File: src/rtl/mem_access_unit_if.sv
// Request/response and word-memory signals between pipeline, memory access unit and memory.
// The unit uses the slave view; the surrounding pipeline/memory environment uses the master view.
interface mem_access_unit_if #(
  parameter int ADDR_W = 64
);
  logic              req_valid;
  logic              req_ready;
  logic              req_we;
  logic [2:0]        req_funct3;
  logic [ADDR_W-1:0] req_addr;
  logic [63:0]       req_wdata;
  logic              resp_valid;
  logic              resp_err;
  logic [63:0]       resp_data;
  logic              mem_read;
  logic              mem_write;
  logic [ADDR_W-1:0] mem_addr;
  logic [63:0]       mem_wdata;
  logic [63:0]       mem_rdata;

  modport slave (
    input  req_valid, req_we, req_funct3, req_addr, req_wdata, mem_rdata,
    output req_ready, resp_valid, resp_err, resp_data,
    output mem_read, mem_write, mem_addr, mem_wdata
  );

  modport master (
    output req_valid, req_we, req_funct3, req_addr, req_wdata, mem_rdata,
    input  req_ready, resp_valid, resp_err, resp_data,
    input  mem_read, mem_write, mem_addr, mem_wdata
  );
endinterface

File: src/rtl/mem_access_unit.sv
// RV64 load/store unit in front of a 64-bit word memory: size/sign decode, alignment checks,
// lane extraction for loads and read-modify-write for sub-word stores.
module mem_access_unit #(
  parameter int ADDR_W = 64
) (
  input logic              clk,
  input logic              rst,
  mem_access_unit_if.slave bus
);
  typedef enum logic [1:0] {IDLE, RD, WR, RESP} state_t;

  state_t            state_q;
  logic              we_q;
  logic [2:0]        funct3_q;
  logic [ADDR_W-1:0] addr_q;
  logic [63:0]       wdata_q;
  logic              req_ready_q;
  logic              resp_valid_q;
  logic              resp_err_q;
  logic [63:0]       resp_data_q;
  logic              mem_read_q;
  logic              mem_write_q;
  logic [63:0]       mem_wdata_q;

  // Decode of the incoming request, only consumed while IDLE.
  logic req_illegal;
  logic req_misal;
  logic req_err;
  logic req_sd;

  assign req_illegal = bus.req_we ? bus.req_funct3[2] : (bus.req_funct3 == 3'b111);
  always_comb begin
    req_misal = 1'b0;
    case (bus.req_funct3[1:0])
      2'b01:   req_misal = bus.req_addr[0];
      2'b10:   req_misal = |bus.req_addr[1:0];
      2'b11:   req_misal = |bus.req_addr[2:0];
      default: req_misal = 1'b0;
    endcase
  end
  assign req_err = req_illegal | req_misal;
  assign req_sd  = bus.req_we & (bus.req_funct3[1:0] == 2'b11);

  logic [2:0]  off;
  logic [63:0] lane;
  logic [63:0] load_val_d;
  logic [63:0] merged_d;
  logic [63:0] wdata_sh;
  logic [7:0]  byte_en;
  logic [7:0]  byte_en_sh;

  assign off  = addr_q[2:0];
  assign lane = bus.mem_rdata >> {off, 3'b000};

  always_comb begin
    load_val_d = '0;
    case (funct3_q)
      3'b000:  load_val_d = {{56{lane[7]}},  lane[7:0]};
      3'b001:  load_val_d = {{48{lane[15]}}, lane[15:0]};
      3'b010:  load_val_d = {{32{lane[31]}}, lane[31:0]};
      3'b011:  load_val_d = lane;
      3'b100:  load_val_d = {56'd0, lane[7:0]};
      3'b101:  load_val_d = {48'd0, lane[15:0]};
      3'b110:  load_val_d = {32'd0, lane[31:0]};
      default: load_val_d = '0;
    endcase
  end

  always_comb begin
    byte_en = 8'hFF;
    case (funct3_q[1:0])
      2'b00:   byte_en = 8'h01;
      2'b01:   byte_en = 8'h03;
      2'b10:   byte_en = 8'h0F;
      default: byte_en = 8'hFF;
    endcase
  end
  assign byte_en_sh = byte_en << off;
  assign wdata_sh   = wdata_q << {off, 3'b000};

  // Sub-word store merge: addressed lanes from the store data, the rest from the old word.
  for (genvar gi = 0; gi < 8; gi++) begin : g_lane
    assign merged_d[gi*8 +: 8] = byte_en_sh[gi] ? wdata_sh[gi*8 +: 8] : bus.mem_rdata[gi*8 +: 8];
  end

  always_ff @(posedge clk or posedge rst) begin
    if (rst) begin
      state_q      <= IDLE;
      we_q         <= 1'b0;
      funct3_q     <= '0;
      addr_q       <= '0;
      wdata_q      <= '0;
      req_ready_q  <= 1'b1;
      resp_valid_q <= 1'b0;
      resp_err_q   <= 1'b0;
      resp_data_q  <= '0;
      mem_read_q   <= 1'b0;
      mem_write_q  <= 1'b0;
      mem_wdata_q  <= '0;
    end else begin
      case (state_q)
        IDLE: if (bus.req_valid) begin
          we_q        <= bus.req_we;
          funct3_q    <= bus.req_funct3;
          addr_q      <= bus.req_addr;
          wdata_q     <= bus.req_wdata;
          req_ready_q <= 1'b0;
          if (req_err) begin
            state_q      <= RESP;
            resp_valid_q <= 1'b1;
            resp_err_q   <= 1'b1;
          end else if (req_sd) begin
            state_q     <= WR;
            mem_write_q <= 1'b1;
            mem_wdata_q <= bus.req_wdata;
          end else begin
            state_q    <= RD;
            mem_read_q <= 1'b1;
          end
        end
        RD: begin
          mem_read_q <= 1'b0;
          if (we_q) begin
            state_q     <= WR;
            mem_write_q <= 1'b1;
            mem_wdata_q <= merged_d;
          end else begin
            state_q      <= RESP;
            resp_valid_q <= 1'b1;
            resp_data_q  <= load_val_d;
          end
        end
        WR: begin
          state_q      <= RESP;
          mem_write_q  <= 1'b0;
          mem_wdata_q  <= '0;
          resp_valid_q <= 1'b1;
        end
        RESP: begin
          state_q      <= IDLE;
          resp_valid_q <= 1'b0;
          resp_err_q   <= 1'b0;
          resp_data_q  <= '0;
          req_ready_q  <= 1'b1;
        end
        default: state_q <= IDLE;
      endcase
    end
  end

  assign bus.req_ready  = req_ready_q;
  assign bus.resp_valid = resp_valid_q;
  assign bus.resp_err   = resp_err_q;
  assign bus.resp_data  = resp_data_q;
  assign bus.mem_read   = mem_read_q;
  assign bus.mem_write  = mem_write_q;
  assign bus.mem_addr   = {addr_q[ADDR_W-1:3], 3'b000};
  assign bus.mem_wdata  = mem_wdata_q;
endmodule

File: src/flat_wrapper.sv
// flat-port wrapper written by rule: the top's interface ports become plain ports
module mem_access_unit_flat 
#(
  parameter int ADDR_W = 64
)
  (clk, rst, bus_req_valid, bus_req_we, bus_req_funct3, bus_req_addr, bus_req_wdata, bus_mem_rdata, bus_req_ready, bus_resp_valid, bus_resp_err, bus_resp_data, bus_mem_read, bus_mem_write, bus_mem_addr, bus_mem_wdata);
  mem_access_unit_if #(.ADDR_W(ADDR_W)) bus_i ();
  input logic clk;
  input logic rst;
  input wire logic [$bits(bus_i.req_valid)-1:0] bus_req_valid;
  input wire logic [$bits(bus_i.req_we)-1:0] bus_req_we;
  input wire logic [$bits(bus_i.req_funct3)-1:0] bus_req_funct3;
  input wire logic [$bits(bus_i.req_addr)-1:0] bus_req_addr;
  input wire logic [$bits(bus_i.req_wdata)-1:0] bus_req_wdata;
  input wire logic [$bits(bus_i.mem_rdata)-1:0] bus_mem_rdata;
  output wire logic [$bits(bus_i.req_ready)-1:0] bus_req_ready;
  output wire logic [$bits(bus_i.resp_valid)-1:0] bus_resp_valid;
  output wire logic [$bits(bus_i.resp_err)-1:0] bus_resp_err;
  output wire logic [$bits(bus_i.resp_data)-1:0] bus_resp_data;
  output wire logic [$bits(bus_i.mem_read)-1:0] bus_mem_read;
  output wire logic [$bits(bus_i.mem_write)-1:0] bus_mem_write;
  output wire logic [$bits(bus_i.mem_addr)-1:0] bus_mem_addr;
  output wire logic [$bits(bus_i.mem_wdata)-1:0] bus_mem_wdata;
  assign bus_i.req_valid = bus_req_valid;
  assign bus_i.req_we = bus_req_we;
  assign bus_i.req_funct3 = bus_req_funct3;
  assign bus_i.req_addr = bus_req_addr;
  assign bus_i.req_wdata = bus_req_wdata;
  assign bus_i.mem_rdata = bus_mem_rdata;
  assign bus_req_ready = bus_i.req_ready;
  assign bus_resp_valid = bus_i.resp_valid;
  assign bus_resp_err = bus_i.resp_err;
  assign bus_resp_data = bus_i.resp_data;
  assign bus_mem_read = bus_i.mem_read;
  assign bus_mem_write = bus_i.mem_write;
  assign bus_mem_addr = bus_i.mem_addr;
  assign bus_mem_wdata = bus_i.mem_wdata;
  mem_access_unit #(.ADDR_W(ADDR_W)) u_core (.clk(clk), .rst(rst), .bus(bus_i));
endmodule
File: config.mk
export PLATFORM = sky130hd
export DESIGN_NAME = mem_access_unit_flat
export DESIGN_NICKNAME = d
export VERILOG_FILES = /design/src/rtl/mem_access_unit_if.sv /design/src/rtl/mem_access_unit.sv /design/src/flat_wrapper.sv
export SDC_FILE = /design/constraint.sdc
export NUM_CORES = 1
export LEC_CHECK = 0
export CORE_UTILIZATION = 47
export DETAILED_ROUTE_END_ITERATION = 7
export GPL_ROUTABILITY_DRIVEN = 0
export PLACE_DENSITY = 0.81
export SLEW_MARGIN = 40
export SYNTH_ARGS = -nofsm -noshare
export SYNTH_HDL_FRONTEND = slang
export SYNTH_SLANG_ARGS = --single-unit
File: constraint.sdc
create_clock -name clk -period 19.58 [get_ports clk]
set_input_delay 4.895 -clock clk [delete_from_list [all_inputs] [get_ports clk]]
set_output_delay 4.895 -clock clk [all_outputs]
set_load 0.02 [all_outputs]
==> impl_metrics.tcl <==
set metrics [dict create \
    grt_max_degree 128 \
    finalPower_mw 3.81 \
    synth_edf_count 0 \
    cp-end-kind "register" \
    hold_path.class "register to register" \
    drc 0 \
    rr_worst_depth 6 \
    leakagePower_nw 8.47 \
    antenna_found_initial 3 \
    syn_area_sq_um 15300 \
    h-tree-depth 1 \
    die_x_um 182 \
    io_buffers 392 \
    ys_async_sr_fraction 1.00 \
    clockRootBuffer "clkbuf_16" \
    slew_headroom 0.424 \
    grt_pass1_vias 13000 \
    cap_violations 0 \
    fill_cells 2525 \
    num_vias 13300 \
    fmax_mhz 143 \
    post-route-min-period_ns 6.99 \
    netlist.area_leader.share 0.436 \
    multiInputGateArea_sq_um 7380 \
    finalNonFillerCells 2155 \
    powerDensity_nw_per_um2 191 \
    io_pins 396 \
    cts_tree "built" \
    synthTopCellsByArea "dfrtp_1, mux2_2, mux2i_1" \
    finalMaxSlewViolations 0 \
    core_area_sq_um 31800 \
    setup_violations 0 \
    cts_setup_buffers 0 \
    die-area_sq_um 33200 \
    hold_violations 0 \
    seq_area_frac_synth 0.437 \
    cp-start-kind "input port" \
    finalSetupTns_ns 0 \
    yosys-top-cells-count "dfrtp_1, nand2_1, o21ai_0, mux2i_1, mux2_2" \
    numCtsBuffers 29 \
    viasPerCell 6.18 \
    wl_mm 52.7 \
    synth-seq-cells 267 \
    synth.avg_cell_area_sq_um 10.6 \
    min_path_cells 2 \
    synth.largest_area_cell "dfrtp_1" \
    cts_hold_buf 0 \
    holdWs_ns 0.490 \
    drive_gt1_frac 0.139 \
    netlist-cell-type-count 54 \
    die_h_um 182 \
    drt_iter0_drc 1696 \
    finalClockSkew_ns 0.0132 \
    seqCellArea_sq_um 6690 \
    rsz0062_at_grt "no" \
    num_rows 65 \
    vdd_ir_drop_max_uv 236 \
    path_clk_slew_ns 0.06 \
    ys_warn_count 0 \
    dr_wl_met2_mm 24.1 \
    cts.sinks 267 \
    synth.most_common_cell "dfrtp_1" \
    top_layer_used "met5" \
    grt_first_pass_wirelength_mm 79.1 \
    insertion_delay_ns 0.57 \
    synthCells 1441 \
    worst_pin_slew_ns 0.861 \
    path_class "input port to register" \
    status "finished clean" \
    min_period_over_period 0.357 \
    fin_nets 1901 \
    track_usage 0.312 \
    syn_to_final_growth_pct 30.4 \
    required_ns 20.05 \
    wl_met3_mm 5.65 \
    initial_core_util 0.481 \
    placed_cells 2102 \
    setup_slack_ns 12.59 \
    place_hpwl_mm 38.3 \
    wl_per_cell_um 24.4 \
    ant_nets 0 \
    wl_met1_mm 19.6 \
    cts-resized-gates 0 \
    worstPathArrival_ns 7.47 \
    crit_path_max_fanout 33 \
    grt.overflow.total 0 \
    firstDrtPassIters 6 \
    cts_buffer_depth 3 \
    synthFlopType "dfrtp_1" \
    pre_cts_ws_ns 12.05 \
]
-- placed cells by master, fill, tap and decap left out, types with 29 or more instances in the layout --
cell / n
a21oi_1: 33
a22oi_1: 35
clkbuf_16: 29
clkdlybuf4s50_1: 392
dfrtp_1: 263
inv_1: 65
mux2_2: 104
mux2i_1: 113
mux4_2: 47
nand2_1: 131
nand2b_1: 30
nand3_1: 33
o21ai_0: 119
-- per-stage QoR --
stage | instance area [sq um] | utilization
after global placement | 18900 | 0.594
after detailed placement | 18900 | 0.596
after CTS | 19900 | 0.626
after global routing | 19900 | 0.626
after floorplan | 15300 | -
final | 19900 | 0.626
-- path summary, 6_finish.rpt --
kind / startpoint / endpoint / slack [ns]
setup / recovery: bus_mem_rdata[55] / u_core.bus.resp_data[48] / 12.59
hold / removal: u_core.bus.resp_data[2] / u_core.bus.resp_data[2] / 0.49
setup reg to reg: u_core.addr_q[1] / u_core.bus.mem_wdata[25] / 16.08
hold reg to reg: u_core.bus.resp_data[2] / u_core.bus.resp_data[2] / 0.49
max in group asynchronous: rst / u_core.addr_q[1] / 13.52
min in group asynchronous: rst / u_core.addr_q[17] / 4.82
-- final cells by class --
class,count,area share
clock inverter,11,0.00590
tap,435,0.0273
timing repair buffer,410,0.206
sequential,267,0.336
inverter,66,0.0131
multi-input combinational,924,0.370
antenna,2,0.000251
clock buffer,40,0.0415
-- report_power, final --
group	leakage, nW	internal [mW]	switching, mW
Sequential	3.30	0.822	0.259
Combinational	4.71	1.01	1.17
Clock	0.464	0.320	0.230
Total	8.47	2.15	1.66
-- registers in the layout (all words and copies together), names as in the netlist --
name,count
u_core.addr_q,64
u_core.bus.mem_read,1
u_core.bus.mem_wdata,64
u_core.bus.mem_write,1
u_core.bus.req_ready,1
u_core.bus.resp_data,64
u_core.bus.resp_err,1
u_core.bus.resp_valid,1
u_core.funct3_q,3
u_core.state_q,2
u_core.wdata_q,64
u_core.we_q,1
-- kinds of logic (layout without fill, tap and decap cells) --
| family | after synthesis | count (layout) | synth area share |
|---|---|---|---|
| AND/OR/NAND/NOR | 253 | 253 | 0.0763 |
| AO/OA/AOI/OAI | 400 | 400 | 0.179 |
| buffers and inverters | 252 | 527 | 0.0838 |
| adder cells (fa/ha/maj) | 4 | 4 | 0.00328 |
| multiplexers | 264 | 264 | 0.220 |
| flip-flops | 267 | 267 | 0.437 |
| other | 1 | 5 | 0.000245 |
-- per-layer routing --
layer / vias up / GRT usage
li1: 5765 / -
met1: 6392 / 0.383
met2: 921 / 0.497
met3: 234 / 0.0846
met4: 2 / 0.178
met5: - / 0
-- critical path: stages --
cell,delay (ns)
clkdlybuf4s50_1,0.69
mux2i_1,0.22
mux4_2,0.55
nor4_4,0.40
o21ba_2,0.47
o2111ai_1,0.22
(Power assumes the default switching activity.)
